[src/rtl/param_acc_cpu_pkg.sv]
// Shared definitions for the accumulator CPU: opcode values, FSM state
// encoding, flag record and the flag-calculation helper.
//
// flag_calc works on operands zero-extended to MAX_W bits and is told the
// real datapath width, so one function serves every DATA_W up to MAX_W.
package param_acc_cpu_pkg;

    localparam int MAX_W = 64;

    localparam logic [3:0] OP_ADD  = 4'h0;
    localparam logic [3:0] OP_SUB  = 4'h1;
    localparam logic [3:0] OP_INC  = 4'h2;
    localparam logic [3:0] OP_DEC  = 4'h3;
    localparam logic [3:0] OP_ADDC = 4'h4;
    localparam logic [3:0] OP_NEG  = 4'h5;
    localparam logic [3:0] OP_LDA  = 4'h6;
    localparam logic [3:0] OP_LDB  = 4'h7;
    localparam logic [3:0] OP_STI  = 4'h8;
    localparam logic [3:0] OP_STC  = 4'h9;
    localparam logic [3:0] OP_LDC  = 4'hA;
    localparam logic [3:0] OP_OUTC = 4'hB;
    localparam logic [3:0] OP_OUTM = 4'hC;
    localparam logic [3:0] OP_MOVA = 4'hD;
    localparam logic [3:0] OP_MOVB = 4'hE;
    localparam logic [3:0] OP_SKZ  = 4'hF;

    typedef enum logic [2:0] {
        ST_FETCH,
        ST_OPERAND,
        ST_MEMRD,
        ST_OUTWAIT,
        ST_SKIP,
        ST_SKIP_OP
    } state_t;

    typedef struct packed {
        logic z;
        logic c;
    } flags_t;

    // Flags of an arithmetic op (0-5) computed from the full width+1 result.
    // Any bit at or above 'width' in the sum is the carry-out; subtractive
    // ops report borrow from the operand comparison instead.
    function automatic flags_t flag_calc(input logic [3:0]       op,
                                         input logic [MAX_W-1:0] a,
                                         input logic [MAX_W-1:0] b,
                                         input logic             cin,
                                         input int               width);
        localparam logic [MAX_W:0] ONE_W = 1;
        logic [MAX_W:0] full;
        logic [MAX_W:0] mask;
        flags_t         f;
        mask = (ONE_W << width) - ONE_W;
        full = '0;
        f    = '0;
        case (op)
            OP_ADD: begin
                full = {1'b0, a} + {1'b0, b};
                f.c  = |(full & ~mask);
            end
            OP_SUB: begin
                full = {1'b0, a} - {1'b0, b};
                f.c  = (a < b);
            end
            OP_INC: begin
                full = {1'b0, a} + ONE_W;
                f.c  = |(full & ~mask);
            end
            OP_DEC: begin
                full = {1'b0, a} - ONE_W;
                f.c  = (a == '0);
            end
            OP_ADDC: begin
                full = {1'b0, a} + {1'b0, b} + {{MAX_W{1'b0}}, cin};
                f.c  = |(full & ~mask);
            end
            OP_NEG: begin
                full = '0 - {1'b0, a};
                f.c  = (a != '0);
            end
            default: begin
                full = '0;
                f.c  = 1'b0;
            end
        endcase
        f.z = ((full & mask) == '0);
        return f;
    endfunction

endpackage

[src/rtl/acc_cpu_ram.sv]
// Single-port synchronous scratch RAM, one-cycle read latency.
// Ports: clk; we (write enable); addr; wdata; rdata (registered read data,
// old contents on a same-cycle write).
module acc_cpu_ram #(
    parameter int DATA_W = 8,
    parameter int ADDR_W = 4
) (
    input  logic              clk,
    input  logic              we,
    input  logic [ADDR_W-1:0] addr,
    input  logic [DATA_W-1:0] wdata,
    output logic [DATA_W-1:0] rdata
);

    logic [DATA_W-1:0] mem [2**ADDR_W];

    // NOTE: storage is deliberately not reset so it maps onto plain RAM
    // macros; sequential state uses non-blocking assignments throughout.
    always_ff @(posedge clk) begin
        if (we) begin
            mem[addr] <= wdata;
        end
        rdata <= mem[addr];
    end

endmodule

[src/rtl/param_acc_cpu.sv]
// Multi-cycle accumulator CPU with a valid/ready instruction/operand input
// stream and a valid/ready result output stream.
// Ports:
//   clk, reset            clock, synchronous active-high reset
//   in_data/valid/ready   instruction or operand word stream (in)
//   out_data/valid/ready  result word stream (out, backpressured)
//   flag_z, flag_c        zero and carry/borrow flags from ops 0-5
// Instruction word: op = in_data[ADDR_W+3:ADDR_W], addr = in_data[ADDR_W-1:0].
module param_acc_cpu
    import param_acc_cpu_pkg::*;
#(
    parameter int DATA_W = 8,
    parameter int ADDR_W = 4
) (
    input  logic              clk,
    input  logic              reset,
    input  logic [DATA_W-1:0] in_data,
    input  logic              in_valid,
    output logic              in_ready,
    output logic [DATA_W-1:0] out_data,
    output logic              out_valid,
    input  logic              out_ready,
    output logic              flag_z,
    output logic              flag_c
);

    if (DATA_W < ADDR_W + 4 || DATA_W > MAX_W) begin : g_bad_width
        $error("param_acc_cpu: DATA_W must satisfy ADDR_W+4 <= DATA_W <= MAX_W");
    end

    localparam logic [DATA_W-1:0] ONE = {{(DATA_W-1){1'b0}}, 1'b1};

    state_t            state, state_n;
    logic [DATA_W-1:0] a, a_n, b, b_n, c, c_n, out_data_n;
    logic              out_valid_n, flag_z_n, flag_c_n;
    logic [3:0]        pend_op, pend_op_n;
    logic [ADDR_W-1:0] pend_addr, pend_addr_n;

    logic [3:0]        op;
    logic [ADDR_W-1:0] addr;
    logic              accept;
    logic [DATA_W-1:0] alu_res;
    flags_t            alu_flags;

    logic              ram_we;
    logic [ADDR_W-1:0] ram_addr;
    logic [DATA_W-1:0] ram_wdata, ram_rdata;

    assign op     = in_data[ADDR_W+3:ADDR_W];
    assign addr   = in_data[ADDR_W-1:0];
    assign in_ready = !reset && (state == ST_FETCH   || state == ST_OPERAND ||
                                 state == ST_SKIP    || state == ST_SKIP_OP);
    assign accept = in_valid && in_ready;

    acc_cpu_ram #(.DATA_W(DATA_W), .ADDR_W(ADDR_W)) u_ram (
        .clk   (clk),
        .we    (ram_we),
        .addr  (ram_addr),
        .wdata (ram_wdata),
        .rdata (ram_rdata)
    );

    always_comb begin
        case (op)
            OP_ADD:  alu_res = a + b;
            OP_SUB:  alu_res = a - b;
            OP_INC:  alu_res = a + ONE;
            OP_DEC:  alu_res = a - ONE;
            OP_ADDC: alu_res = a + b + {{(DATA_W-1){1'b0}}, flag_c};
            OP_NEG:  alu_res = '0 - a;
            default: alu_res = a;
        endcase
        alu_flags = flag_calc(op, MAX_W'(a), MAX_W'(b), flag_c, DATA_W);
    end

    always_ff @(posedge clk) begin
        if (reset) begin
            state     <= ST_FETCH;
            a         <= '0;
            b         <= '0;
            c         <= '0;
            flag_z    <= 1'b0;
            flag_c    <= 1'b0;
            out_data  <= '0;
            out_valid <= 1'b0;
            pend_op   <= OP_ADD;
            pend_addr <= '0;
        end else begin
            state     <= state_n;
            a         <= a_n;
            b         <= b_n;
            c         <= c_n;
            flag_z    <= flag_z_n;
            flag_c    <= flag_c_n;
            out_data  <= out_data_n;
            out_valid <= out_valid_n;
            pend_op   <= pend_op_n;
            pend_addr <= pend_addr_n;
        end
    end

    always_comb begin
        // NOTE: every signal driven here gets a hold/idle default first, so
        // no branch can leave one unassigned and infer a latch.
        state_n     = state;
        a_n         = a;
        b_n         = b;
        c_n         = c;
        flag_z_n    = flag_z;
        flag_c_n    = flag_c;
        out_data_n  = out_data;
        out_valid_n = out_valid;
        pend_op_n   = pend_op;
        pend_addr_n = pend_addr;
        ram_we      = 1'b0;
        ram_addr    = addr;   // LDC/OUTM read is launched at the accept edge
        ram_wdata   = c;

        case (state)
            ST_FETCH: begin
                if (accept) begin
                    case (op)
                        OP_ADD, OP_SUB, OP_INC, OP_DEC, OP_ADDC, OP_NEG: begin
                            c_n      = alu_res;
                            flag_z_n = alu_flags.z;
                            flag_c_n = alu_flags.c;
                        end
                        OP_LDA, OP_LDB, OP_STI: begin
                            pend_op_n   = op;
                            pend_addr_n = addr;
                            state_n     = ST_OPERAND;
                        end
                        OP_STC:  ram_we = 1'b1;
                        OP_LDC, OP_OUTM: begin
                            pend_op_n = op;
                            state_n   = ST_MEMRD;
                        end
                        OP_OUTC: begin
                            out_data_n  = c;
                            out_valid_n = 1'b1;
                            state_n     = ST_OUTWAIT;
                        end
                        OP_MOVA: a_n = c;
                        OP_MOVB: b_n = c;
                        OP_SKZ: begin
                            if (flag_z) state_n = ST_SKIP;
                        end
                        default: ;
                    endcase
                end
            end
            ST_OPERAND: begin
                ram_addr  = pend_addr;
                ram_wdata = in_data;
                if (accept) begin
                    case (pend_op)
                        OP_LDA:  a_n = in_data;
                        OP_LDB:  b_n = in_data;
                        default: ram_we = 1'b1;
                    endcase
                    state_n = ST_FETCH;
                end
            end
            ST_MEMRD: begin
                // ram_rdata holds the word addressed at the issuing edge.
                if (pend_op == OP_LDC) begin
                    c_n     = ram_rdata;
                    state_n = ST_FETCH;
                end else begin
                    out_data_n  = ram_rdata;
                    out_valid_n = 1'b1;
                    state_n     = ST_OUTWAIT;
                end
            end
            ST_OUTWAIT: begin
                if (out_ready) begin
                    out_valid_n = 1'b0;
                    state_n     = ST_FETCH;
                end
            end
            ST_SKIP: begin
                if (accept) begin
                    state_n = (op == OP_LDA || op == OP_LDB || op == OP_STI)
                              ? ST_SKIP_OP : ST_FETCH;
                end
            end
            ST_SKIP_OP: begin
                if (accept) state_n = ST_FETCH;
            end
            default: state_n = ST_FETCH;
        endcase
    end

endmodule

[config.mk]
export PLATFORM = sky130hd
export DESIGN_NAME = param_acc_cpu
export DESIGN_NICKNAME = d
export VERILOG_FILES = /design/src/rtl/param_acc_cpu_pkg.sv /design/src/rtl/acc_cpu_ram.sv /design/src/rtl/param_acc_cpu.sv
export SDC_FILE = /design/constraint.sdc
export NUM_CORES = 1
export LEC_CHECK = 0
export ABC_AREA = 1
export CAP_MARGIN = 20
export CORE_ASPECT_RATIO = 0.7
export CORE_MARGIN = 10
export CORE_UTILIZATION = 55
export DETAILED_ROUTE_END_ITERATION = 10
export PLACE_DENSITY = 0.84
export SETUP_SLACK_MARGIN = 0.1
export SYNTH_ARGS = -nofsm -noshare
export SYNTH_HDL_FRONTEND = slang
export SYNTH_SLANG_ARGS = --single-unit
[constraint.sdc]
create_clock -name clk -period 2.77 [get_ports clk]
set_clock_uncertainty 0.2 [all_clocks]
set_input_delay 0.554 -clock clk [delete_from_list [all_inputs] [get_ports clk]]
set_output_delay 0.554 -clock clk [all_outputs]
set_load 0.01 [all_outputs]
==> results.py, run 1 <==
metrics = {
    "worst_setup_path": {
        "crit_fanout": 3,
        "endpoint_kind": "flop",
        "critPathArrivalTime_ns": 2.80,
        "worstPathRequired_ns": 2.94,
        "reg2reg_depth": 15,
        "cp-start-kind": "flop",
        "critPathKind": "reg -> reg",
    },
    "sta": {
        "fin_crit_sh": 0.9496,
        "setup_viol": 0,
        "layout_min_cycle_time_ns": 2.630,
        "maxSlewViolCount": 0,
        "tightestPinTransition_ns": 0.6198,
        "relSlewSlack": 0.5855,
        "whs_ns": 0.2793,
        "finalHoldViolations": 0,
        "max_freq_mhz": 380.2,
        "setup_slack_ns": 0.1396,
        "grt_setup_unrepaired": "yes",
    },
    "clock_tree": {
        "cts.sinks": 182,
        "cts.path.max_buffers": 2,
        "clk_latency_ns": 0.43,
        "root_buffer": "clkbuf_16",
        "postCtsHoldBufs": 0,
        "cts_made_buffers": 17,
        "htreeDepth": 4,
        "clk_pin_slew_ns": 0.07,
        "cts_tree": "built",
    },
    "logic_synthesis": {
        "synth_top_family_by_area": "simple AND/OR/NAND/NOR gates",
        "synth_compound_area_frac": 0.1644,
        "syn_avg_cell_area_sq_um": 9.445,
        "synth_area_sq_um": 8945,
        "yosysMostFrequentCell": "nand2_1",
        "synth_warnings": 0,
        "netlist.area_leader.share": 0.4297,
        "seq_area_frac_synth": 0.5506,
        "synth_area_leader_cell": "edfxtp_1",
        "synthAdderAreaFrac": 0.03245,
        "synthFlopType": "edfxtp_1",
        "synth_simple_gate_area_share": 0.1922,
        "post_synth_xor_area_fraction": 0.003917,
        "synth.area.top_cells": "edfxtp_1 43%, dfxtp_1 12%, nand2_1 9.6%",
        "synth_edf_count": 128,
        "synthTopCellsByCount": "228 x nand2_1, 128 x edfxtp_1, 76 x nor2_1",
        "muxShareOfSynthArea": 0,
        "yosysUniqueCellTypes": 43,
        "synthArstFlopShare": 0,
        "ys_ff_latch": 182,
        "netlist_instances": 947,
        "synth_nets": 981,
    },
    "detailed_routing": {
        "drtAntennaViolNets": 0,
        "routedWlPerCell_microns": 19.80,
        "wl_microns": 25180,
        "via_count": 7628,
        "via_per_inst": 5.997,
        "firstDrtPassIters": 6,
        "drc_errors": 0,
        "drt_iter0_drc": 1165,
    },
    "placed_design": {
        "hpwl_microns": 18240,
        "gp_congestion": 1.056,
        "pre_cts_ws_ns": -0.03126,
        "numPortBuffers": 23,
    },
    "power": {
        "p_int_uw": 5778,
        "p_seq_frac": 0.373,
        "p_sw_uw": 3337,
        "pwr-share-clk": 0.270,
        "swShare": 0.3661,
        "leakage_uw": 0.004243,
        "pwr-share-comb": 0.358,
        "ir_worst_vdd_mv": 0.4793,
        "power_density_nw_per_um2": 857.7,
    },
    "floorplan": {
        "row_count": 38,
        "start_util": 0.5684,
        "ios": 24,
        "die_area_sq_um": 21850,
        "dieHeight_microns": 126.7,
        "chipWidth_microns": 172.4,
        "core_area_sq_um": 15740,
    },
    "flow_run": {
        "maxCapViolCount": 0,
    },
    "grt": {
        "grt-ovfl-total": 0,
        "grt_pass1_wl_microns": 38640,
        "grt_start_max_net_pins": 45,
        "track_usage": 0.2297,
        "grt_pass1_vias": 7019,
        "antenna_found_initial": 0,
    },
    "final_layout": {
        "areaGrowthSynthToFinish_pct": 18.80,
        "final_nets": 1073,
        "fillCellCount": 1141,
        "seq_area_sq_um": 4930,
        "drive_gt1_frac": 0.1854,
        "multi_input_area_sq_um": 3621,
        "antenna-diode-count": 0,
    },
    "worst_hold_path": {
        "whs_path_depth": 2,
        "min_path_type": "reg -> reg",
    },
    "status": {
        "status": "complete, no violations",
    },
}
## through the flow
stage / instance area (sq um) / utilization / TNS (ns) / cells / total power [uW]
global route: 10630 / 0.6752 / -0.02071 / 1272 / 9523
finish: 10630 / 0.6752 / 0 / 1272 / 9115
detailed placement: 9887 / 0.6282 / -0.6902 / 1237 / 6522
global placement: 9887 / 0.6282 / 0 / 1237 / 6461
floorplan: 8945 / - / 0 / 947 / 5382
CTS: 10500 / 0.6670 / 0 / 1269 / 8984
## worst max-delay path, stage by stage, from the launching register on
cell,delay (ns)
dfxtp_2,0.34
buf_4,0.14
ha_1,0.26
inv_1,0.17
ha_2,0.26
ha_4,0.15
nand3_2,0.09
inv_1,0.09
nand3_2,0.12
o21ai_1,0.14
nor2_1,0.06
nor2_1,0.12
nand3_1,0.12
nor2_1,0.10
nand2_1,0.07
a21oi_2,0.12
## state kept, by name, indices dropped and copies added (netlist names)
name         flops
a                8
b                8
c                8
flag_c           1
flag_z           1
out_data         8
out_valid        1
pend_addr        4
pend_op          4
state            3
u_ram.mem      128
u_ram.rdata      8
## power by group through the flow
stage | combinational [uW] | sequential (uW) | clock [uW]
floorplan | 1940 | 3440 | 0
global placement | 3020 | 3440 | 0
detailed placement | 3070 | 3450 | 0
CTS | 3120 | 3390 | 2470
global route | 3500 | 3410 | 2610
finish | 3260 | 3400 | 2460
## layout by cell type, fill, tap and decap left out, drive strengths merged, types with 4 or more instances in the layout
master,synthesis,layout
a21oi,55,55
clkdlybuf4s50,0,23
ha,20,20
o21ai,71,71
a22oi,64,64
nand2,234,234
nand4,19,19
o211ai,8,8
a31oi,13,13
nor2,87,87
inv,86,90
nand3,49,49
nor3,8,8
clkinv,1,6
dfxtp,54,54
buf,24,80
xor2,4,4
clkbuf,6,18
edfxtp,128,128
## worst paths after layout
check                                    to           start  slack [ns]
worst min register to register  out_data[6]  u_ram.rdata[6]        0.28
worst max-delay path                 flag_z            b[0]        0.14
worst min-delay path            out_data[6]  u_ram.rdata[6]        0.28
worst max register to register       flag_z            b[0]        0.14
## timing repair
action,CTS,global route
setup endpoints to repair,4,8
setup buffers,0,3
resized for setup,4,25
pin swaps,0,12
endpoints found under the hold margin,0,0
## layer usage
layer  GRT usage  wire (microns)  vias to the layer above  part of all wire
met2      0.3128           10480                      516              0.42
met5           0               0                        -                 0
met4     0.05662             343                        0             0.014
li1            -               -                     3497                 -
met1      0.3441           10930                     3580              0.43
met3     0.07220            3436                       35              0.14
## area by class of cell
type,instances,area share
sequential,182,0.4639
multi-input combinational,648,0.3408
timing repair buffer,103,0.08207
clock buffer,18,0.04039
inverter,87,0.03073
tap,220,0.02590
clock inverter,14,0.01625
## cells by family after synthesis
family / after synthesis
compound gates: 220
buf+inv: 117
fa+ha+maj: 22
flops: 182
simple gates: 402
xor+xnor: 4
Power figures use the tool's default switching activity.
==> run 2: changes to the inputs <==
--- a/config.mk
+++ b/config.mk
@@ -16,3 +16,4 @@
 export SYNTH_ARGS = -nofsm -noshare
 export SYNTH_HDL_FRONTEND = slang
 export SYNTH_SLANG_ARGS = --single-unit
+export TNS_END_PERCENT = 100
==> results of run 2 <==
Final layout, timing and power as in run 1 (identical DEF).
